[src/rtl/obi_instr_arbiter.sv]
// Shares one OBI instruction port between NUM_REQ requesters and routes responses back in order.
// Define OBI_ARB_FIXED_PRIO_EN for fixed priority (lowest index wins) instead of round-robin.
module obi_instr_arbiter #(
    parameter int unsigned NUM_REQ         = 2,
    parameter int unsigned MAX_OUTSTANDING = 2,
    parameter int unsigned ADDR_W          = 32,
    parameter int unsigned DATA_W          = 32
) (
    input  logic                                 clk_i,
    input  logic                                 rst_ni,
    input  logic [NUM_REQ-1:0]                   req_i,
    input  logic [NUM_REQ*ADDR_W-1:0]            addr_i,
    output logic [NUM_REQ-1:0]                   gnt_o,
    output logic [NUM_REQ-1:0]                   rvalid_o,
    output logic [DATA_W-1:0]                    rdata_o,
    output logic                                 mem_req_o,
    output logic [ADDR_W-1:0]                    mem_addr_o,
    input  logic                                 mem_gnt_i,
    input  logic                                 mem_rvalid_i,
    input  logic [DATA_W-1:0]                    mem_rdata_i,
    output logic [$clog2(MAX_OUTSTANDING+1)-1:0] outstanding_o,
    output logic                                 proto_err_o
);

    localparam int unsigned IDX_W = (NUM_REQ > 1) ? $clog2(NUM_REQ) : 1;
    localparam int unsigned CNT_W = $clog2(MAX_OUTSTANDING + 1);
    localparam int unsigned PTR_W = (MAX_OUTSTANDING > 1) ? $clog2(MAX_OUTSTANDING) : 1;

    typedef enum logic {
        IDLE,
        LOCKED
    } state_e;

    state_e           state_q, state_d;
    logic [IDX_W-1:0] lock_idx_q, lock_idx_d;
    logic [IDX_W-1:0] winner;
    logic [IDX_W-1:0] cand;
    logic [IDX_W-1:0] sel;
    logic             any_req;
    logic             cap_reached;
    logic             push;
    logic             pop;
    logic [CNT_W-1:0] cnt_q;
    logic [PTR_W-1:0] rd_ptr_q, wr_ptr_q;
    logic [IDX_W-1:0] fifo_q [MAX_OUTSTANDING];
    logic [IDX_W-1:0] head_id;
    logic             proto_err_q;
`ifndef OBI_ARB_FIXED_PRIO_EN
    logic [IDX_W-1:0] rr_ptr_q, rr_ptr_d;
`endif

    always_comb begin
        any_req = 1'b0;
        winner  = '0;
        cand    = '0;
`ifdef OBI_ARB_FIXED_PRIO_EN
        for (int i = NUM_REQ - 1; i >= 0; i--) begin
            cand = IDX_W'(i);
            if (req_i[cand]) begin
                any_req = 1'b1;
                winner  = cand;
            end
        end
`else
        // Search upward from the pointer, wrapping; the first requester found wins.
        for (int i = 0; i < NUM_REQ; i++) begin
            cand = IDX_W'((int'(rr_ptr_q) + i) % NUM_REQ);
            if (!any_req && req_i[cand]) begin
                any_req = 1'b1;
                winner  = cand;
            end
        end
`endif
    end

    always_comb begin
        state_d     = state_q;
        lock_idx_d  = lock_idx_q;
        sel         = winner;
        mem_req_o   = 1'b0;
        mem_addr_o  = '0;
        gnt_o       = '0;
        push        = 1'b0;
`ifndef OBI_ARB_FIXED_PRIO_EN
        rr_ptr_d    = rr_ptr_q;
`endif
        cap_reached = (cnt_q == CNT_W'(MAX_OUTSTANDING));

        // A lock only exists with a free slot, so LOCKED never needs the cap check.
        if (state_q == LOCKED) begin
            sel       = lock_idx_q;
            mem_req_o = 1'b1;
        end else begin
            mem_req_o = any_req && (!cap_reached || mem_rvalid_i);
        end

        if (mem_req_o) begin
            for (int k = 0; k < NUM_REQ; k++) begin
                if (sel == IDX_W'(k)) begin
                    mem_addr_o = addr_i[k*ADDR_W +: ADDR_W];
                end
            end
            if (mem_gnt_i) begin
                gnt_o[sel] = 1'b1;
                push       = 1'b1;
                state_d    = IDLE;
`ifndef OBI_ARB_FIXED_PRIO_EN
                rr_ptr_d   = (sel == IDX_W'(NUM_REQ - 1)) ? '0 : sel + 1'b1;
`endif
            end else begin
                state_d    = LOCKED;
                lock_idx_d = sel;
            end
        end
    end

    assign pop      = mem_rvalid_i && (cnt_q != '0);
    assign head_id  = fifo_q[rd_ptr_q];

    always_comb begin
        rvalid_o = '0;
        if (pop) begin
            rvalid_o[head_id] = 1'b1;
        end
    end

    assign rdata_o       = pop ? mem_rdata_i : '0;
    assign outstanding_o = cnt_q;
    assign proto_err_o   = proto_err_q;

    always_ff @(posedge clk_i or negedge rst_ni) begin
        if (!rst_ni) begin
            state_q    <= IDLE;
            lock_idx_q <= '0;
`ifndef OBI_ARB_FIXED_PRIO_EN
            rr_ptr_q   <= '0;
`endif
        end else begin
            state_q    <= state_d;
            lock_idx_q <= lock_idx_d;
`ifndef OBI_ARB_FIXED_PRIO_EN
            rr_ptr_q   <= rr_ptr_d;
`endif
        end
    end

    // The ID FIFO occupancy is the outstanding count; a response into an empty FIFO is an error.
    always_ff @(posedge clk_i or negedge rst_ni) begin
        if (!rst_ni) begin
            cnt_q       <= '0;
            rd_ptr_q    <= '0;
            wr_ptr_q    <= '0;
            proto_err_q <= 1'b0;
            for (int i = 0; i < MAX_OUTSTANDING; i++) begin
                fifo_q[i] <= '0;
            end
        end else begin
            if (push) begin
                fifo_q[wr_ptr_q] <= sel;
                wr_ptr_q <= (wr_ptr_q == PTR_W'(MAX_OUTSTANDING - 1)) ? '0 : wr_ptr_q + 1'b1;
            end
            if (pop) begin
                rd_ptr_q <= (rd_ptr_q == PTR_W'(MAX_OUTSTANDING - 1)) ? '0 : rd_ptr_q + 1'b1;
            end
            if (push && !pop && (cnt_q != CNT_W'(MAX_OUTSTANDING))) begin
                cnt_q <= cnt_q + 1'b1;
            end else if (pop && !push) begin
                cnt_q <= cnt_q - 1'b1;
            end
            if (mem_rvalid_i && (cnt_q == '0)) begin
                proto_err_q <= 1'b1;
            end
        end
    end

endmodule

[config.mk]
export PLATFORM = sky130hd
export DESIGN_NAME = obi_instr_arbiter
export DESIGN_NICKNAME = d
export VERILOG_FILES = /design/src/rtl/obi_instr_arbiter.sv
export SDC_FILE = /design/constraint.sdc
export NUM_CORES = 1
export LEC_CHECK = 0
export CAP_MARGIN = 15
export CORE_AREA = 4 4 97 62
export DETAILED_ROUTE_END_ITERATION = 10
export DIE_AREA = 0 0 101 66
export GPL_TIMING_DRIVEN = 0
export PLACE_DENSITY = 0.8
export SLEW_MARGIN = 20
export SYNTH_ARGS = -nofsm -noshare
export SYNTH_HDL_FRONTEND = slang
export SYNTH_SLANG_ARGS = --single-unit
[constraint.sdc]
create_clock -name clk_i -period 1.75 [get_ports clk_i]
set_input_delay 0.35 -clock clk_i [delete_from_list [all_inputs] [get_ports clk_i]]
set_output_delay 0.35 -clock clk_i [all_outputs]
set_load 0.05 [all_outputs]
==> reports/metrics.yaml, run 1 <==
outcome:
  status: "finished, violations left"
  violations: "negative setup slack"
layout:
  stdcell_area_um2: 4240
  drive_gt1_frac: 0.533
  utilization: 0.844
  nets: 499
  synthToLayoutAreaGrowth_pct: 255
  antenna_cells: 0
  instances_no_fill: 462
routing:
  post_drt_wl_per_cell_um: 21.3
  ant_nets: 0
  vias: 2308
  first_pass_iters: 4
  dr.first_iter.drc_count: 134
  viasPerCell: 5.00
  drt_wl_total_um: 9820
  drc: 0
place:
  dp_hpwl_um: 5550
  dp.cells: 431
  place_ws_ns: -1.35
  io_buffer_count: 172
  placed_cell_area_um2: 3440
  place.gp.congestion: 0.718
synthesis:
  netlist_instances: 193
  yosysWarningCount: 0
  yosysSeqAreaShare: 0.209
  synthDistinctLibCells: 27
  avgSynthCellArea_um2: 6.20
  syn_nets: 295
  syn-cell-area_um2: 1200
  synth-seq-cells: 10
power_and_ir_drop:
  totalPowerFinal_mw: 5.50
  p_sw_mw: 2.90
  p_clk_frac: 0.058
  p_int_mw: 2.59
  pwr-share-comb: 0.862
  power.density_nw_per_um2: 1300
  leakage_nw: 1.81
  switching_share: 0.528
  pwr-share-seq: 0.080
  irDropWorstVdd_mv: 0.884
sta:
  worst_slack_ns: -0.440
  grt_setup_unrepaired: "true"
  post-route-period-util: 1.25
  finalClockSkew_ns: 0.0106
  tightest_slew_ns: 0.547
  finalHoldViolCount: 0
  fmaxAchievable_ghz: 0.457
  drv_slew: 0
  setup_viol_count_final: 73
  slew_headroom: 0.635
  hold_ws_ns: 0.447
  layout_min_cycle_time_ns: 2.19
  setup_tns_ns: -21.08
floorplan:
  coreArea_um2: 5030
  io_pins: 174
  die_h_um: 66
  die_x_um: 101
  num_rows: 20
  dieArea_um2: 6670
  start_util: 0.238
worst_setup_path:
  slowest_delay_ns: 0.43
  crit_top_cell: "buf_6"
  crit_type: "reg2out"
  slowest_stage: "dfrtp_1"
  r2r_slack_ns: -0.06
  cp_cell_sequence: "nor2b_4 -> o21a_1 -> buf_6 -> buf_4 -> nand2_1 -> a21oi_4 -> buf_6"
  reg2reg_depth: 7
  r2r-start: "outstanding_o[0]$_DFFE_PN0P_"
  r2r_end: "fifo_q[0]$_DFFE_PN0P_"
  crit_fanout: 8
  cp_num_buf_inv: 3
  crit_family: "buffers and inverters"
  cp-end-kind: "output pin"
  startpoint_type: "flip-flop"
  critPathArrivalTime_ns: 1.84
  required_ns: 1.40
global_routing:
  track_usage: 0.206
  grt-ovfl-total: 0
  antenna_found_initial: 0
  grt_max_degree: 11
  grt_pass1_vias: 2171
  grt_pass1_wl_um: 10900
job:
  drv_cap: 0
min_path:
  hp-class: "in2async"
cts:
  clockRootBuffer: "clkbuf_8"
  clkTransAtPathRegs_ns: 0.06
  cts_buffer_depth: 2
  cts.sinks: 10
  numCtsBuffers: 3
  insertion_delay_ns: 0.26
  htreeDepth: 1
  cts_tree: "yes"
[worst max path at each step]
stage / depth (start not counted) / start / endpoint
floorplan: 6 / outstanding_o[1]$_DFFE_PN0P_ / gnt_o[0]
global placement: 7 / req_i[0] / mem_addr_o[3]
detailed placement: 8 / req_i[0] / mem_addr_o[3]
CTS: 7 / state_q$_DFFE_PN0P_ / mem_addr_o[4]
global route: 7 / rr_ptr_q$_DFFE_PN0N_ / mem_addr_o[24]
finish: 7 / rr_ptr_q$_DFFE_PN0N_ / mem_addr_o[24]
[layout by cell type, fill, tap and decap left out, types with 2 or more instances in the layout]
cell / instances
buf_6: 48
nand2_1: 54
buf_8: 39
nor2b_4: 2
nand2_2: 13
nor2_4: 3
a21oi_1: 2
buf_12: 6
o21ai_4: 2
mux2i_1: 2
dfrtp_1: 8
dlygate4sd2_1: 4
mux2_1: 2
clkbuf_8: 4
xnor2_1: 3
and2_2: 2
nor2_1: 3
buf_4: 13
a21oi_4: 31
buf_2: 3
and2_4: 30
clkdlybuf4s50_1: 98
mux2_2: 2
dfrtp_2: 2
[cells in the mapped netlist]
master,count,area [µm²]
nand2_1,68,255
a21oi_1,34,170
and2_1,32,200
buf_2,10,50.1
dfrtp_1,10,250
nor2_1,7,26.3
clkbuf_1,4,15.0
nor2b_1,3,18.8
xnor2_1,3,26.3
mux2_1,2,22.5
mux2_2,2,22.5
mux2i_1,2,20.0
o21ai_0,2,10.0
a21o_1,1,7.51
a31oi_1,1,6.26
buf_6,1,11.3
clkinv_4,1,8.76
inv_1,1,3.75
nand2_2,1,6.26
nand2b_1,1,6.26
nand3_1,1,5.00
nand3b_1,1,7.51
nor3b_2,1,12.5
o21a_1,1,7.51
o21ai_2,1,8.76
o21ba_1,1,10.0
o31ai_1,1,7.51
[worst register-to-register path: cells and delay by family, from the launching register on]
| kind | cells | cell delay [ns] |
|---|---|---|
| DFF | 1 | 0.46 |
| buffers and inverters | 3 | 0.41 |
| muxes | 1 | 0.35 |
| and+or+nand+nor | 2 | 0.30 |
| AOI/OAI and AO/OA | 1 | 0.18 |
[layer usage]
layer  up-vias  routed length (µm)  track usage  part of all wire
met3        28                 755       0.0601             0.077
met5         -                   0            0                 0
met4         0                 251       0.0431             0.026
li1       1030                   -            -                 -
met1      1113                3730        0.242              0.38
met2       137                5080        0.372              0.52
[state kept, by name, summed over array words and instances, names as in the netlist]
signal,flops
rd_ptr_q,1
lock_idx_q,1
outstanding_o,2
state_q,1
proto_err_o,1
fifo_q,2
wr_ptr_q,1
rr_ptr_q,1
[power by group through the flow]
stage | Combinational (mW) | Clock [mW] | Sequential, mW
3_3_place_gp | 3.48 | 0 | 0.410
3_5_place_dp | 3.52 | 0 | 0.416
4_1_cts | 3.83 | 0.297 | 0.423
6_report | 4.74 | 0.317 | 0.443
5_1_grt | 4.88 | 0.322 | 0.450
2_1_floorplan | 2.33 | 0 | 0.469
[timing repair]
item	4_1_cts	5_1_grt
gates cloned	4	3
resized for setup	495	140
hold buffers	0	0
endpoints found under the setup margin	72	69
setup buffers	10	10
pin swaps	6	29
[logic make-up after synthesis]
family	after synthesis	share of synthesized area
xor gates and xnor gates	3	0.0220
DFF	10	0.209
buffers and inverters	17	0.0743
muxes	6	0.0544
and+or+nand+nor	115	0.450
AOI/OAI and AO/OA	42	0.190
[cell type report]
class | count | area [µm²]
buffer | 15 | 198
clock buffer | 4 | 55.1
fill | 260 | 786
inverter | 2 | 20.0
multi-input combinational | 167 | 1420
sequential | 10 | 253
tap | 66 | 82.6
timing repair buffer | 198 | 2210
Power figures use the tool's default switching activity.
==> run 2, diff against run 1 <==
--- a/config.mk
+++ b/config.mk
@@ -6,11 +6,14 @@
 export NUM_CORES = 1
 export LEC_CHECK = 0
 export CAP_MARGIN = 15
-export CORE_AREA = 4 4 97 62
+export CELL_PAD_IN_SITES_DETAIL_PLACEMENT = 1
+export CELL_PAD_IN_SITES_GLOBAL_PLACEMENT = 1
+export CORE_AREA = 4 4 129 82
 export DETAILED_ROUTE_END_ITERATION = 10
-export DIE_AREA = 0 0 101 66
+export DIE_AREA = 0 0 133 86
 export GPL_TIMING_DRIVEN = 0
-export PLACE_DENSITY = 0.8
+export HOLD_SLACK_MARGIN = 0.03
+export PLACE_DENSITY_LB_ADDON = 0.25
 export SLEW_MARGIN = 20
 export SYNTH_ARGS = -nofsm -noshare
 export SYNTH_HDL_FRONTEND = slang
==> run 2 against run 1 <==
Against the previous run: the flow still finishes with violations (negative setup slack); global-route usage fell by 6.8 points; combinational power about the same; design area up 6.4%; maximum frequency increased by 8.8%; core utilization is 37 points lower; largest power group unchanged.
==> reports/metrics.yaml, run 2 (synthesized netlist as in run 1, its figures left out) <==
layout:
  fillers: 1043
  utilization: 0.475
  drive_gt1_frac: 0.581
  stdcell_area_um2: 4510
  synthToLayoutAreaGrowth_pct: 277
  nets: 504
  final_common_cell: "clkdlybuf4s50_1"
  final_cell_mix: "clkdlybuf4s50_1 (98), buf_8 (44), buf_6 (41), nand2_1 (36), a21oi_4 (30)"
  antenna_cells: 0
  instances_no_fill: 536
outcome:
  status: "finished, violations left"
  violations: "negative setup slack"
place:
  place.gp.congestion: 0.685
  dp.cells: 500
  placed_cell_area_um2: 3530
  place_ws_ns: -1.44
  dp_hpwl_um: 6330
  io_buffer_count: 172
floorplan:
  dieArea_um2: 11400
  io_pins: 174
  die_x_um: 133
  start_util: 0.126
  die_h_um: 86
  num_rows: 28
  coreArea_um2: 9490
worst_setup_path:
  critPathArrivalTime_ns: 1.66
  crit_top_cell: "buf_6"
  crit_type: "in2out"
  reg2reg_depth: 9
  crit_fanout: 6
  slowest_stage: "clkdlybuf4s15_1"
  cp_cell_sequence: "clkdlybuf4s15_1 -> nor2b_4 -> o21a_1 -> buf_6 -> clkbuf_16 -> nand2_4 -> a21oi_4 -> buf_6"
  cp-end-kind: "output pin"
  slowest_delay_ns: 0.24
  startpoint_type: "input pin"
  required_ns: 1.40
cts:
  cts_tree: "yes"
  cts.sinks: 10
  clkTransAtPathRegs_ns: 0.04
  clockRootBuffer: "clkbuf_16"
  insertion_delay_ns: 0.23
  numCtsBuffers: 3
  cts_buffer_depth: 2
  htreeDepth: 1
sta:
  fmaxAchievable_ghz: 0.497
  grt_setup_unrepaired: "true"
  drv_slew: 0
  setup_viol_count_final: 67
  post-route-period-util: 1.15
  finalClockSkew_ns: 0.000968
  layout_min_cycle_time_ns: 2.01
  finalHoldViolCount: 0
  tightest_slew_ns: 0.631
  worst_slack_ns: -0.263
  slew_headroom: 0.576
routing:
  post_drt_wl_per_cell_um: 16.1
  drc: 0
  first_pass_iters: 3
  ant_nets: 0
  vias: 2114
  drt_wl_total_um: 8610
  viasPerCell: 3.94
  dr.first_iter.drc_count: 33
global_routing:
  antenna_found_initial: 0
  grt_max_degree: 11
  grt_pass1_wl_um: 12700
  grt_pass1_vias: 2330
  grt-ovfl-total: 0
  track_usage: 0.137
power_and_ir_drop:
  leakage_nw: 1.88
  irDropWorstVdd_mv: 0.450
  power.density_nw_per_um2: 1240
  totalPowerFinal_mw: 5.60
job:
  drv_cap: 0
min_path:
  hp-class: "in2async"
-- run 2: cell types whose count changed in the layout (fill, tap and decap cells not counted), sizes merged --
cell    before  now
buf        109  112
o21ai        4    3
clkbuf       5    8
-- run 2: timing repair --
action | 4_1_cts | 5_1_grt
pin swaps | 27 | 19
endpoints found under the setup margin | 72 | 69
hold buffers | 0 | 0
gates cloned | 6 | 3
resized for setup | 600 | 67
setup buffers | 16 | 16
-- run 2: worst paths after layout --
check                                             start                           end  slack (ns)
worst min register to register  proto_err_o$_DFFE_PN0P_       proto_err_o$_DFFE_PN0P_        0.48
worst min-delay path                             rst_ni  outstanding_o[1]$_DFFE_PN0P_        0.44
max in group asynchronous                        rst_ni  outstanding_o[0]$_DFFE_PN0P_        0.97
min in group clk_i              proto_err_o$_DFFE_PN0P_       proto_err_o$_DFFE_PN0P_        0.48
worst max register to register      state_q$_DFFE_PN0P_          rr_ptr_q$_DFFE_PN0N_       -0.08
worst max-delay path                           req_i[0]                 mem_addr_o[5]       -0.26
-- run 2: worst max-delay path, delay by kind of cell --
kind | cells | cell delay [ns]
buffers and inverters | 4 | 0.75
AO/OA/AOI/OAI | 2 | 0.30
AND/OR/NAND/NOR | 2 | 0.25
-- run 2: power by group --
part / switching [mW] / internal [mW]
clock network: 0.105 / 0.343
logic: 2.58 / 2.16
registers: 0.0870 / 0.325
total: 2.78 / 2.83
-- run 2: per-layer routing --
metal  global-route usage  routed length (µm)  vias up
li1                     -                   -     1038
met1                0.166                3600     1011
met2                0.252                4550       59
met3               0.0381                 399        6
met4               0.0160                  64        0
met5                    0                   0        -
-- run 2: layout make-up --
class / instances / area [µm²] / area share
inverters: 2 / 20.0 / 0.00443
well taps: 135 / 169 / 0.0374
flip-flops and latches: 10 / 253 / 0.0560
clock buffers: 4 / 88.8 / 0.0197
plain buffers: 12 / 196 / 0.0435
repair buffers: 207 / 2320 / 0.515
multi-input cells: 166 / 1460 / 0.324
-- run 2: per-stage QoR --
stage / setup TNS, ns / hold slack (ns)
finish: -12.79 / 0.439
global route: -17.48 / 0.471
CTS: -12.30 / 0.453
detailed placement: -73.65 / 0.447
global placement: -72.83 / 0.445
floorplan: -4.41 / 0.0544
==> run 3, diff against run 2 <==
--- a/config.mk
+++ b/config.mk
@@ -5,12 +5,13 @@
 export SDC_FILE = /design/constraint.sdc
 export NUM_CORES = 1
 export LEC_CHECK = 0
+export ABC_AREA = 1
 export CAP_MARGIN = 15
 export CELL_PAD_IN_SITES_DETAIL_PLACEMENT = 1
 export CELL_PAD_IN_SITES_GLOBAL_PLACEMENT = 1
-export CORE_AREA = 4 4 129 82
+export CORE_AREA = 4 4 131 83
 export DETAILED_ROUTE_END_ITERATION = 10
-export DIE_AREA = 0 0 133 86
+export DIE_AREA = 0 0 135 87
 export GPL_TIMING_DRIVEN = 0
 export HOLD_SLACK_MARGIN = 0.03
 export PLACE_DENSITY_LB_ADDON = 0.25
==> run 3 against run 2 <==
Against the previous run: the run still ends with negative setup slack left; synthesized area rose by 2.2%; via count rose by 12%; maximum frequency rose by 1.6%; total power rose by 13%; synthesized cell count rose by 22%; setup slack improved by 0.032 ns.
==> reports/metrics.yaml, run 3 <==
outcome:
  status: "finished, violations left"
  violations: "negative setup slack"
cts:
  insertion_delay_ns: 0.24
  numCtsBuffers: 3
  htreeDepth: 1
  cts_tree: "yes"
  cts.sinks: 10
  clockRootBuffer: "clkbuf_16"
  cts_buffer_depth: 2
  clkTransAtPathRegs_ns: 0.04
  holdBufCountCts: 0
floorplan:
  die_x_um: 135
  io_pins: 174
  die_h_um: 87
  dieArea_um2: 11700
  num_rows: 28
  start_util: 0.127
  coreArea_um2: 9630
worst_setup_path:
  startpoint_type: "flip-flop"
  crit_fanout: 6
  r2r_slack_ns: 0.01
  crit_type: "reg2out"
  crit_top_cell: "nor2_4"
  cp-end-kind: "output pin"
  cp_cell_sequence: "inv_2 -> o21ai_4 -> inv_6 -> buf_12 -> buf_16 -> nor2_4 -> nor2_4 -> buf_6"
  slowest_delay_ns: 0.38
  slowest_stage: "dfrtp_1"
  reg2reg_depth: 10
  critPathArrivalTime_ns: 1.63
  required_ns: 1.40
power_and_ir_drop:
  p_sw_mw: 3.31
  pwr-share-seq: 0.065
  pwr-share-comb: 0.861
  irDropWorstVdd_mv: 0.524
  power.density_nw_per_um2: 1240
  leakage_nw: 2.14
  p_int_mw: 3.01
  p_clk_frac: 0.074
  switching_share: 0.524
routing:
  drc: 0
  ant_nets: 0
  first_pass_iters: 4
  post_drt_wl_per_cell_um: 17.2
  drt_wl_total_um: 10000
  viasPerCell: 4.03
  dr.first_iter.drc_count: 71
  vias: 2359
global_routing:
  grt_pass1_vias: 2677
  grt_max_degree: 11
  grt_pass1_wl_um: 14700
  track_usage: 0.159
  grt-ovfl-total: 0
  antenna_found_initial: 0
sta:
  fmaxAchievable_ghz: 0.505
  setup_viol_count_final: 69
  slew_headroom: 0.642
  finalHoldViolCount: 0
  finalClockSkew_ns: 0.00122
  setup_tns_ns: -9.75
  worst_slack_ns: -0.230
  tightest_slew_ns: 0.535
  drv_slew: 0
  post-route-period-util: 1.13
  grt_setup_unrepaired: "true"
  layout_min_cycle_time_ns: 1.98
synthesis:
  synth_xor_area_frac: 0.00716
  synth-compound-area-share: 0.189
  synthSimpleGateAreaFrac: 0.415
  syn-cell-area_um2: 1220
  syn_nets: 337
  avgSynthCellArea_um2: 5.20
  netlist_instances: 235
  yosysSeqAreaShare: 0.205
  yosysMostFrequentCell: "nor2_1"
  synth_edf_count: 0
  synthDistinctLibCells: 21
  synth-seq-cells: 10
  synth_fa_ha_area_frac: 0
  netlist.area_leader.share: 0.313
  synth.largest_area_cell: "nor2_1"
  ys.flop_type: "dfrtp_1"
  synth_top_family_by_area: "simple AND/OR/NAND/NOR gates"
  ys_top_cells_by_count: "nor2_1 (102), inv_1 (43), o21ai_0 (31)"
  synthMuxAreaShare: 0
  async_reset_ff_frac: 1.00
  ys_top_cells_by_area: "nor2_1 (31%), dfrtp_1 (20%), inv_1 (13%)"
  yosysWarningCount: 0
layout:
  nets: 553
  final_common_cell: "clkdlybuf4s50_1"
  instances_no_fill: 585
  stdcell_area_um2: 5080
  synthToLayoutAreaGrowth_pct: 316
  drive_gt1_frac: 0.613
  final_cell_mix: "clkdlybuf4s50_1 (98), nor2_4 (66), buf_6 (55), inv_1 (40), nor2_2 (34)"
  antenna_cells: 0
  utilization: 0.527
place:
  dp.cells: 543
  io_buffer_count: 173
  place.gp.congestion: 0.689
  place_ws_ns: -1.31
  dp_hpwl_um: 6500
  placed_cell_area_um2: 3450
min_path:
  hp-class: "in2reg"
  min_path_cells: 2
job:
  drv_cap: 0
-- run 3: cell types whose count changed after synthesis, moves of 3 or more --
cell,before,now
a21oi_1,34,1
and2_1,32,0
inv_1,1,43
nand2_1,68,13
nor2_1,7,102
nor2b_1,3,0
o21ai_0,2,31
o21ai_1,0,4
-- run 3: path summary, 6_finish.rpt --
kind,end,from
max,mem_addr_o[29],lock_idx_q$_DFFE_PN0P_
min,proto_err_o$_DFFE_PN0P_,mem_rvalid_i
max reg2reg,outstanding_o[1]$_DFFE_PN0P_,outstanding_o[0]$_DFFE_PN0P_
min reg2reg,proto_err_o$_DFFE_PN0P_,proto_err_o$_DFFE_PN0P_
max in group asynchronous,outstanding_o[1]$_DFFE_PN0P_,rst_ni
min in group asynchronous,rd_ptr_q$_DFFE_PN0N_,rst_ni
-- run 3: power groups by stage --
stage / logic [mW] / clock network, mW / registers [mW]
final: 5.44 / 0.464 / 0.411
after global routing: 5.70 / 0.488 / 0.427
after CTS: 5.02 / 0.467 / 0.411
after detailed placement: 3.64 / 0 / 0.407
after global placement: 3.60 / 0 / 0.402
after floorplan: 2.35 / 0 / 0.464
-- run 3: area by class of cell --
class / instances / area [µm²]
repair buffers: 211 / 2420
well taps: 135 / 169
plain buffers: 11 / 230
multi-input cells: 169 / 1740
fillers: 1046 / 4550
inverters: 45 / 176
clock buffers: 4 / 88.8
flip-flops and latches: 10 / 253
-- run 3: worst max-delay path: cells and delay by family, from the launching register on --
kind	cells	cell delay (ns)
AND/OR/NAND/NOR	2	0.16
flip-flops	1	0.38
AO/OA/AOI/OAI	1	0.26
buffers and inverters	5	0.59
-- run 3: stage by stage --
| stage | hold slack [ns] | total power, mW |
|---|---|---|
| after global placement | 0.461 | 4.00 |
| after floorplan | 0.0544 | 2.81 |
| final | 0.444 | 6.31 |
| after global routing | 0.459 | 6.62 |
| after detailed placement | 0.473 | 4.05 |
| after CTS | 0.474 | 5.90 |
-- run 3: cell families (layout without fill, tap and decap cells) --
| family | count (synthesis) | in the layout |
|---|---|---|
| simple gates | 125 | 126 |
| compound gates | 42 | 42 |
| buf+inv | 57 | 271 |
| flops | 10 | 10 |
| xor+xnor | 1 | 1 |
-- run 3: repair_timing --
action,CTS,global route
resized for setup,669,73
setup buffers,26,5
gates cloned,5,3
setup endpoints to repair,72,70
pin swaps,26,6
-- run 3: layer usage --
| layer | wire length (µm) | share of wire | track usage | up-vias |
|---|---|---|---|---|
| li1 | - | - | - | 1141 |
| met1 | 4000 | 0.40 | 0.189 | 1145 |
| met2 | 5420 | 0.54 | 0.300 | 65 |
| met3 | 493 | 0.049 | 0.0370 | 8 |
| met4 | 128 | 0.013 | 0.0201 | 0 |
| met5 | 0 | 0 | 0 | - |
